**src/rtl/slt_serial_if.sv**
```systemverilog
// Operand/result bundle for slt_serial; master drives start and operands, slave returns busy/done/r1/eq.
// The uns select exists only when SLT_SERIAL_UNSIGNED_EN is defined.
interface slt_serial_if #(parameter int n = 32);
  logic         start;
  logic [n-1:0] r2;
  logic [n-1:0] r3;
  logic         busy;
  logic         done;
  logic [n-1:0] r1;
  logic         eq;
`ifdef SLT_SERIAL_UNSIGNED_EN
  logic         uns;

  modport master (output start, r2, r3, uns, input busy, done, r1, eq);
  modport slave  (input start, r2, r3, uns, output busy, done, r1, eq);
`else
  modport master (output start, r2, r3, input busy, done, r1, eq);
  modport slave  (input start, r2, r3, output busy, done, r1, eq);
`endif
endinterface

```
**src/rtl/slt_serial.sv**
```systemverilog
// Bit-serial set-less-than (r2 < r3), n+2 cycles start-to-done, start ignored while busy (no queuing).
// SLT_SERIAL_UNSIGNED_EN adds a per-operation uns select for unsigned compare.
module slt_serial #(
  parameter int n = 32
) (
  input  logic        clk,
  input  logic        rst,
  slt_serial_if.slave bus
);

  localparam int CW = (n > 1) ? $clog2(n) : 1;
  localparam logic [CW-1:0] LAST = CW'(n - 1);

  typedef enum logic [1:0] {IDLE, RUN, DONE} state_t;

  state_t        state;
  state_t        state_nxt;
  logic [n-1:0]  a;
  logic [n-1:0]  b;
  logic [CW-1:0] cnt;
  logic          carry;
  logic          zf;
  logic          s_msb;
  logic          ci_msb;
  logic          co_msb;
  logic          sum_bit;
  logic          carry_out;
  logic          lt;
  logic          done_q;
  logic [n-1:0]  r1_q;
  logic          eq_q;
`ifdef SLT_SERIAL_UNSIGNED_EN
  logic          uns_q;
`endif

  // One full-adder slice of a + ~b + 1, i.e. a - b.
  always_comb begin
    sum_bit   = a[0] ^ ~b[0] ^ carry;
    carry_out = (a[0] & ~b[0]) | (carry & (a[0] ^ ~b[0]));
  end

`ifdef SLT_SERIAL_UNSIGNED_EN
  always_comb lt = uns_q ? ~co_msb : (s_msb ^ (ci_msb ^ co_msb));
`else
  always_comb lt = s_msb ^ (ci_msb ^ co_msb);
`endif

  always_ff @(posedge clk) begin
    if (rst) state <= IDLE;
    else     state <= state_nxt;
  end

  always_comb begin
    state_nxt = state;
    case (state)
      IDLE:    if (bus.start) state_nxt = RUN;
      RUN:     if (cnt == LAST) state_nxt = DONE;
      DONE:    state_nxt = IDLE;
      default: state_nxt = IDLE;
    endcase
  end

  always_ff @(posedge clk) begin
    if (rst) begin
      a      <= '0;
      b      <= '0;
      cnt    <= '0;
      carry  <= 1'b0;
      zf     <= 1'b0;
      s_msb  <= 1'b0;
      ci_msb <= 1'b0;
      co_msb <= 1'b0;
      done_q <= 1'b0;
      r1_q   <= '0;
      eq_q   <= 1'b0;
`ifdef SLT_SERIAL_UNSIGNED_EN
      uns_q  <= 1'b0;
`endif
    end else begin
      done_q <= 1'b0;
      case (state)
        IDLE: begin
          if (bus.start) begin
            a     <= bus.r2;
            b     <= bus.r3;
            cnt   <= '0;
            carry <= 1'b1;
            zf    <= 1'b1;
`ifdef SLT_SERIAL_UNSIGNED_EN
            uns_q <= bus.uns;
`endif
          end
        end
        RUN: begin
          a     <= a >> 1;
          b     <= b >> 1;
          carry <= carry_out;
          cnt   <= cnt + 1'b1;
          if (sum_bit) zf <= 1'b0;
          // MSB slice: keep what is needed for overflow-corrected sign.
          if (cnt == LAST) begin
            s_msb  <= sum_bit;
            ci_msb <= carry;
            co_msb <= carry_out;
          end
        end
        DONE: begin
          r1_q   <= {{(n-1){1'b0}}, lt};
          eq_q   <= zf;
          done_q <= 1'b1;
        end
        default: ;
      endcase
    end
  end

  assign bus.busy = (state != IDLE);
  assign bus.done = done_q;
  assign bus.r1   = r1_q;
  assign bus.eq   = eq_q;

endmodule

```
**src/flat_wrapper.sv**
```systemverilog
// flat-port wrapper written by rule: the top's interface ports become plain ports
module slt_serial_flat 
#(
  parameter int n = 32
)
  (clk, rst, bus_start, bus_r2, bus_r3, bus_busy, bus_done, bus_r1, bus_eq);
  slt_serial_if #(.n(n)) bus_i ();
  input  logic clk;
  input  logic rst;
  input wire logic [$bits(bus_i.start)-1:0] bus_start;
  input wire logic [$bits(bus_i.r2)-1:0] bus_r2;
  input wire logic [$bits(bus_i.r3)-1:0] bus_r3;
  output wire logic [$bits(bus_i.busy)-1:0] bus_busy;
  output wire logic [$bits(bus_i.done)-1:0] bus_done;
  output wire logic [$bits(bus_i.r1)-1:0] bus_r1;
  output wire logic [$bits(bus_i.eq)-1:0] bus_eq;
  assign bus_i.start = bus_start;
  assign bus_i.r2 = bus_r2;
  assign bus_i.r3 = bus_r3;
  assign bus_busy = bus_i.busy;
  assign bus_done = bus_i.done;
  assign bus_r1 = bus_i.r1;
  assign bus_eq = bus_i.eq;
  slt_serial #(.n(n)) u_core (.clk(clk), .rst(rst), .bus(bus_i));
endmodule
```
**config.mk**
```make
export PLATFORM = sky130hd
export DESIGN_NAME = slt_serial_flat
export DESIGN_NICKNAME = d
export VERILOG_FILES = /design/src/rtl/slt_serial_if.sv /design/src/rtl/slt_serial.sv /design/src/flat_wrapper.sv
export SDC_FILE = /design/constraint.sdc
export NUM_CORES = 1
export LEC_CHECK = 0
export ABC_CLOCK_PERIOD_IN_PS = 3750
export CAP_MARGIN = 15
export CORE_MARGIN = 8
export CORE_UTILIZATION = 50
export CTS_BUF_LIST = sky130_fd_sc_hd__clkbuf_2
export CTS_CLUSTER_SIZE = 28
export DETAILED_ROUTE_END_ITERATION = 12
export PLACE_DENSITY = 0.86
export SYNTH_ARGS = -nofsm -noshare
export SYNTH_HDL_FRONTEND = slang
export SYNTH_SLANG_ARGS = --single-unit
export TNS_END_PERCENT = 50
```
**constraint.sdc**
```tcl
create_clock -name clk -period 3.75 [get_ports clk]
set_input_delay 0.5625 -clock clk [delete_from_list [all_inputs] [get_ports clk]]
set_output_delay 0.5625 -clock clk [all_outputs]
set_load 0.05 [all_outputs]
```
### Word-level counts from Yosys, hierarchy flattened

Index checks and enable logic that the tools add are counted.

* bits in registers: 79
* output and inout port bits: 35
* logic and storage cells: 48

* add/sub/neg operators: 1
* eq/ne operators: 6
* mux-type cells: 14
* bitwise logic cells: 8
* reductions and logical operators: 7

Operators by type and width (number)
* 32-bit one-hot mux with 2 select lines: 2
* 32-bit two-way mux: 2
* 5-bit one-hot mux with 2 select lines: 1
* 2-bit AND reduction: 3
* 5-bit by 1-bit adder with 5-bit output, second input constant: 1
* 5-bit equality test, second input constant: 1
* 5-bit two-way mux: 1
* 2-bit two-way mux: 2
* 2-bit by 1-bit != test with 1-bit output, second input constant: 2
* 1-bit one-hot mux with 2 select lines: 2
* 2-bit one-hot mux with 2 select lines: 1
* 2-bit nonzero test: 2
* 1-bit XOR: 4
* 1-bit two-way mux: 3
* 3-bit AND reduction: 1
* 1-bit bitwise AND: 2
* 2-bit by 1-bit equality test with 1-bit output, second input constant: 1
* 2-bit equality test, second input constant: 1
* 2-bit zero test: 1
* 2-bit != test, second input constant: 1
* 1-bit inverter: 1
* 1-bit OR: 1

### Depth between registers and ports, before layout

* depth in word-level cells: 5
* depth in mapped cells: 7

### Worst setup path after synthesis

OpenSTA, ideal clock, no wires.

* path type: register to output
* start point: register u_core.state[0]
* end point: output bus_busy
* data arrival time: 1.062 ns
* required time: 3.188 ns
* path slack: 2.125 ns
* cell stages (with the launch flop): 6
* path through: dfxtp_1 -> buf_6 -> buf_4 -> buf_6 -> nor2_1 -> inv_1

* word-level cells in the longest chain between the ends: 1

RTL lines
* start: declaration: line slt_serial.sv:16 `state_t state;`
* start signal: assignment: line slt_serial.sv:50 `else state <= state_nxt;`
* 2-bit nonzero test: line slt_serial.sv:117 `assign bus.busy = (state != IDLE);`
* end: declaration: line flat_wrapper.sv:13 `output wire logic [$bits(bus_i.busy)-1:0] bus_busy;`

No other way between the ends.

### Worst setup path in the final report

* start point: register u_core.state[1]
* end point: output bus_busy

Same word-level chain as after synthesis.

==> results.toml <==
[run_status]
outcome = "finished, final reports clean"

[power_and_ir_drop]
p_int_mw = 1.304
p_switching_uw = 551.4
clkPwrFrac_pct = 28.3
switching_share_pct = 29.72
seq_power_share_pct = 50.8
combPwrFrac_pct = 20.9
peakVddDrop_uv = 259.8
powerDensity_mw_per_mm2 = 380.4
p_leak_nw = 1.925

[clocking]
cts.repair.resized = 0
clk_path_buf_depth = 2
cts_made_buffers = 9
worstSkewPairLatency_ps = 510
clk_pin_slew_ps = 210
clock_sinks = 79
tritoncts = "done"
cts_hold_buf = 0
h-tree-depth = 3
cts_setup_buffers = 0
root_buffer = "clkbuf_2"

[setup_path]
cp-endpoint = "bus_busy"
path_class = "flop to output pin"
startpoint = "u_core.state[1]"
r2r-start = "u_core.state[0]"
crit_fanout = 32
worst-r2r-cell-count = 4
end_kind = "output pin"
r2r-end = "u_core.cnt[3]"
worstPathArrival_ps = 2320
reg2reg_slack_ps = 1560
critical_path_required_ps = 3190
cp-start-kind = "flop"

[drt]
vias = 3468
drt_iter0_drc = 203
drt_first_pass_iters = 5
drc = 0
wl_per_cell_um = 13.65
ant_nets = 0
wl_um = 9130
avgViaCountPerCell = 5.184

[placed_design]
portBuffers = 70
place_inst = 653
hpwl_um = 6035
gp_congestion = 0.7811

[timing]
period_share_pct = 76.93
worst_slew_pin_slew_ps = 888.4
period_minus_slack_ps = 2885
max_freq_mhz = 346.7
hold_viol = 0
maxSlewHeadroom_pct = 40.77
finalSetupTns_ps = 0
setup_violations = 0
grt_setup_unrepaired = "no"
slew_viol_final = 0
fin_skew_ps = 26.69

[synthesis]
avgSynthCellArea_um2 = 8.112
synth_top_area_share_pct = 37.42
ys_seq_area_share_pct = 37.42
synth.distinct_cells = 36
synthCells = 521
synth_area_leader_cell = "dfxtp_1"
synth_area_mm2 = 0.004227
synth_seq_cells = 79
yosysWarningCount = 0
yosys-top-cells-area = "dfxtp_1 37%, or3b_1 13%, nand2b_1 9.2%, a21oi_1 7.5%, nor3_1 7.3%"

[grt]
grt_max_degree = 99
grt_pass1_wl_um = 15410
track_usage_pct = 15.79
grt_pass1_vias = 3398
overflow = 0
grt_antenna_before_repair = 0

[cells_and_area]
final_cells = 669
fin_util_pct = 59.36
nets = 629
syn2layout_area_growth_pct = 15.39
final_layout_size_suffix_gt1_share_pct = 5.142
antenna_cells = 0

[die]
ioPinCount = 102
die_w_um = 107.9
core_area_mm2 = 0.008217
dieHeight_um = 107.9
start_util_pct = 51.44
rows = 33
die-area_mm2 = 0.01165

[min_path]
worstHoldPathType = "flop to flop"
holdPathStages = 2

[job]
cap_violations = 0
area by class of cell:
cell class,instances,area [um2]
inverters,4,15.01
multi-input cells,390,2273
flip-flops and latches,79,1587
repair buffers,75,728.2
clock inverters,7,97.59
well taps,105,131.4
fillers,745,3339
clock buffers,9,45.04
through the flow:
stage | worst slack, ps | total power [mW] | cell area [um2] | hold slack, ps
after floorplan | 2125 | 1.268 | 4339 | 445.1
after global placement | 1461 | 1.334 | 4735 | 461.7
after detailed placement | 1450 | 1.346 | 4735 | 474.7
after CTS | 842.6 | 1.872 | 4877 | 502.5
after global routing | 765.9 | 1.955 | 4877 | 515.1
final | 865.2 | 1.855 | 4877 | 498.9
per-layer routing:
metal / global-route usage [%] / wire length, um / vias to the layer above
met5: 0 / 0 / -
met4: 6.244 / 145 / 0
met3: 3.331 / 607 / 13
met2: 25.07 / 4190 / 105
met1: 20.47 / 4188 / 1583
li1: - / - / 1767
power by group through the flow:
stage	Clock [mW]	Sequential, mW	Combinational (mW)
floorplan	0	0.945	0.323
global placement	0	0.955	0.378
detailed placement	0	0.960	0.387
CTS	0.541	0.942	0.389
global route	0.572	0.951	0.432
finish	0.525	0.942	0.388
cells by family after synthesis:
logic type / synth area share (%)
mux: 1.184
simple gates: 37.98
flops: 37.42
compound gates: 10.24
fa+ha+maj: 1.066
xor+xnor: 0.5624
buf+inv: 11.46
other cells: 0.08872
worst max-delay path, cell delays in order, from the launching register on:
cell and delay, ps:
dfxtp_2 760, nor2_1 170, inv_1 80, clkdlybuf4s50_1 800
cells in the final DEF, fill, tap and decap left out, types with 2 or more instances in the layout:
| cell type | n |
|---|---|
| dfxtp_1 | 77 |
| a21oi_1 | 63 |
| a211oi_1 | 3 |
| a32oi_1 | 2 |
| nand2b_1 | 62 |
| clkinv_4 | 3 |
| clkbuf_2 | 9 |
| a22oi_1 | 2 |
| conb_1 | 31 |
| nand3_1 | 3 |
| a31oi_1 | 2 |
| nor2_1 | 73 |
| nor3_1 | 62 |
| nor2b_1 | 3 |
| clkdlybuf4s50_1 | 68 |
| ha_1 | 2 |
| inv_1 | 4 |
| bufinv_16 | 2 |
| buf_2 | 2 |
| mux2i_1 | 5 |
| or3b_1 | 62 |
| buf_4 | 5 |
| nand2_1 | 2 |
Yosys cell counts:
library cell  number
a211oi_1           3
a21oi_1           63
a221oi_1           1
a22oi_1            2
a31oi_1            2
a32oi_1            2
and2b_2            1
and3_1             1
and3b_1            1
buf_1              4
buf_2             11
buf_4             33
buf_6              5
clkbuf_1          24
clkbuf_2           1
conb_1             1
dfxtp_1           79
fa_1               1
ha_1               2
inv_1              4
mux2i_1            5
nand2_1            2
nand2b_1          62
nand3_1            3
nand3b_1           1
nor2_1            73
nor2b_1            3
nor2b_2            1
nor3_1            62
o21ai_0            1
o21ba_2            1
o21bai_1           1
o21bai_4           1
or3b_1            62
or3b_2             1
xor3_1             1
state kept, by name (all words and copies together) (netlist names):
| register | cells |
|---|---|
| u_core.b | 32 |
| u_core.a | 32 |
| u_core.bus.eq | 1 |
| u_core.bus.r1 | 1 |
| u_core.cnt | 5 |
| u_core.carry | 1 |
| u_core.co_msb | 1 |
| u_core.ci_msb | 1 |
| u_core.zf | 1 |
| u_core.state | 2 |
| u_core.bus.done | 1 |
| u_core.s_msb | 1 |
how the worst min path moves through the flow:
stage | startpoint | to
final | u_core.b[1] | u_core.b[1]
after detailed placement | u_core.b[2] | u_core.b[2]
after global placement | u_core.a[31] | u_core.a[31]
after floorplan | u_core.a[31] | u_core.a[31]
after CTS | u_core.b[1] | u_core.b[1]
after global routing | u_core.a[23] | u_core.a[23]
Note: power is estimated with default switching activity, not from simulation.
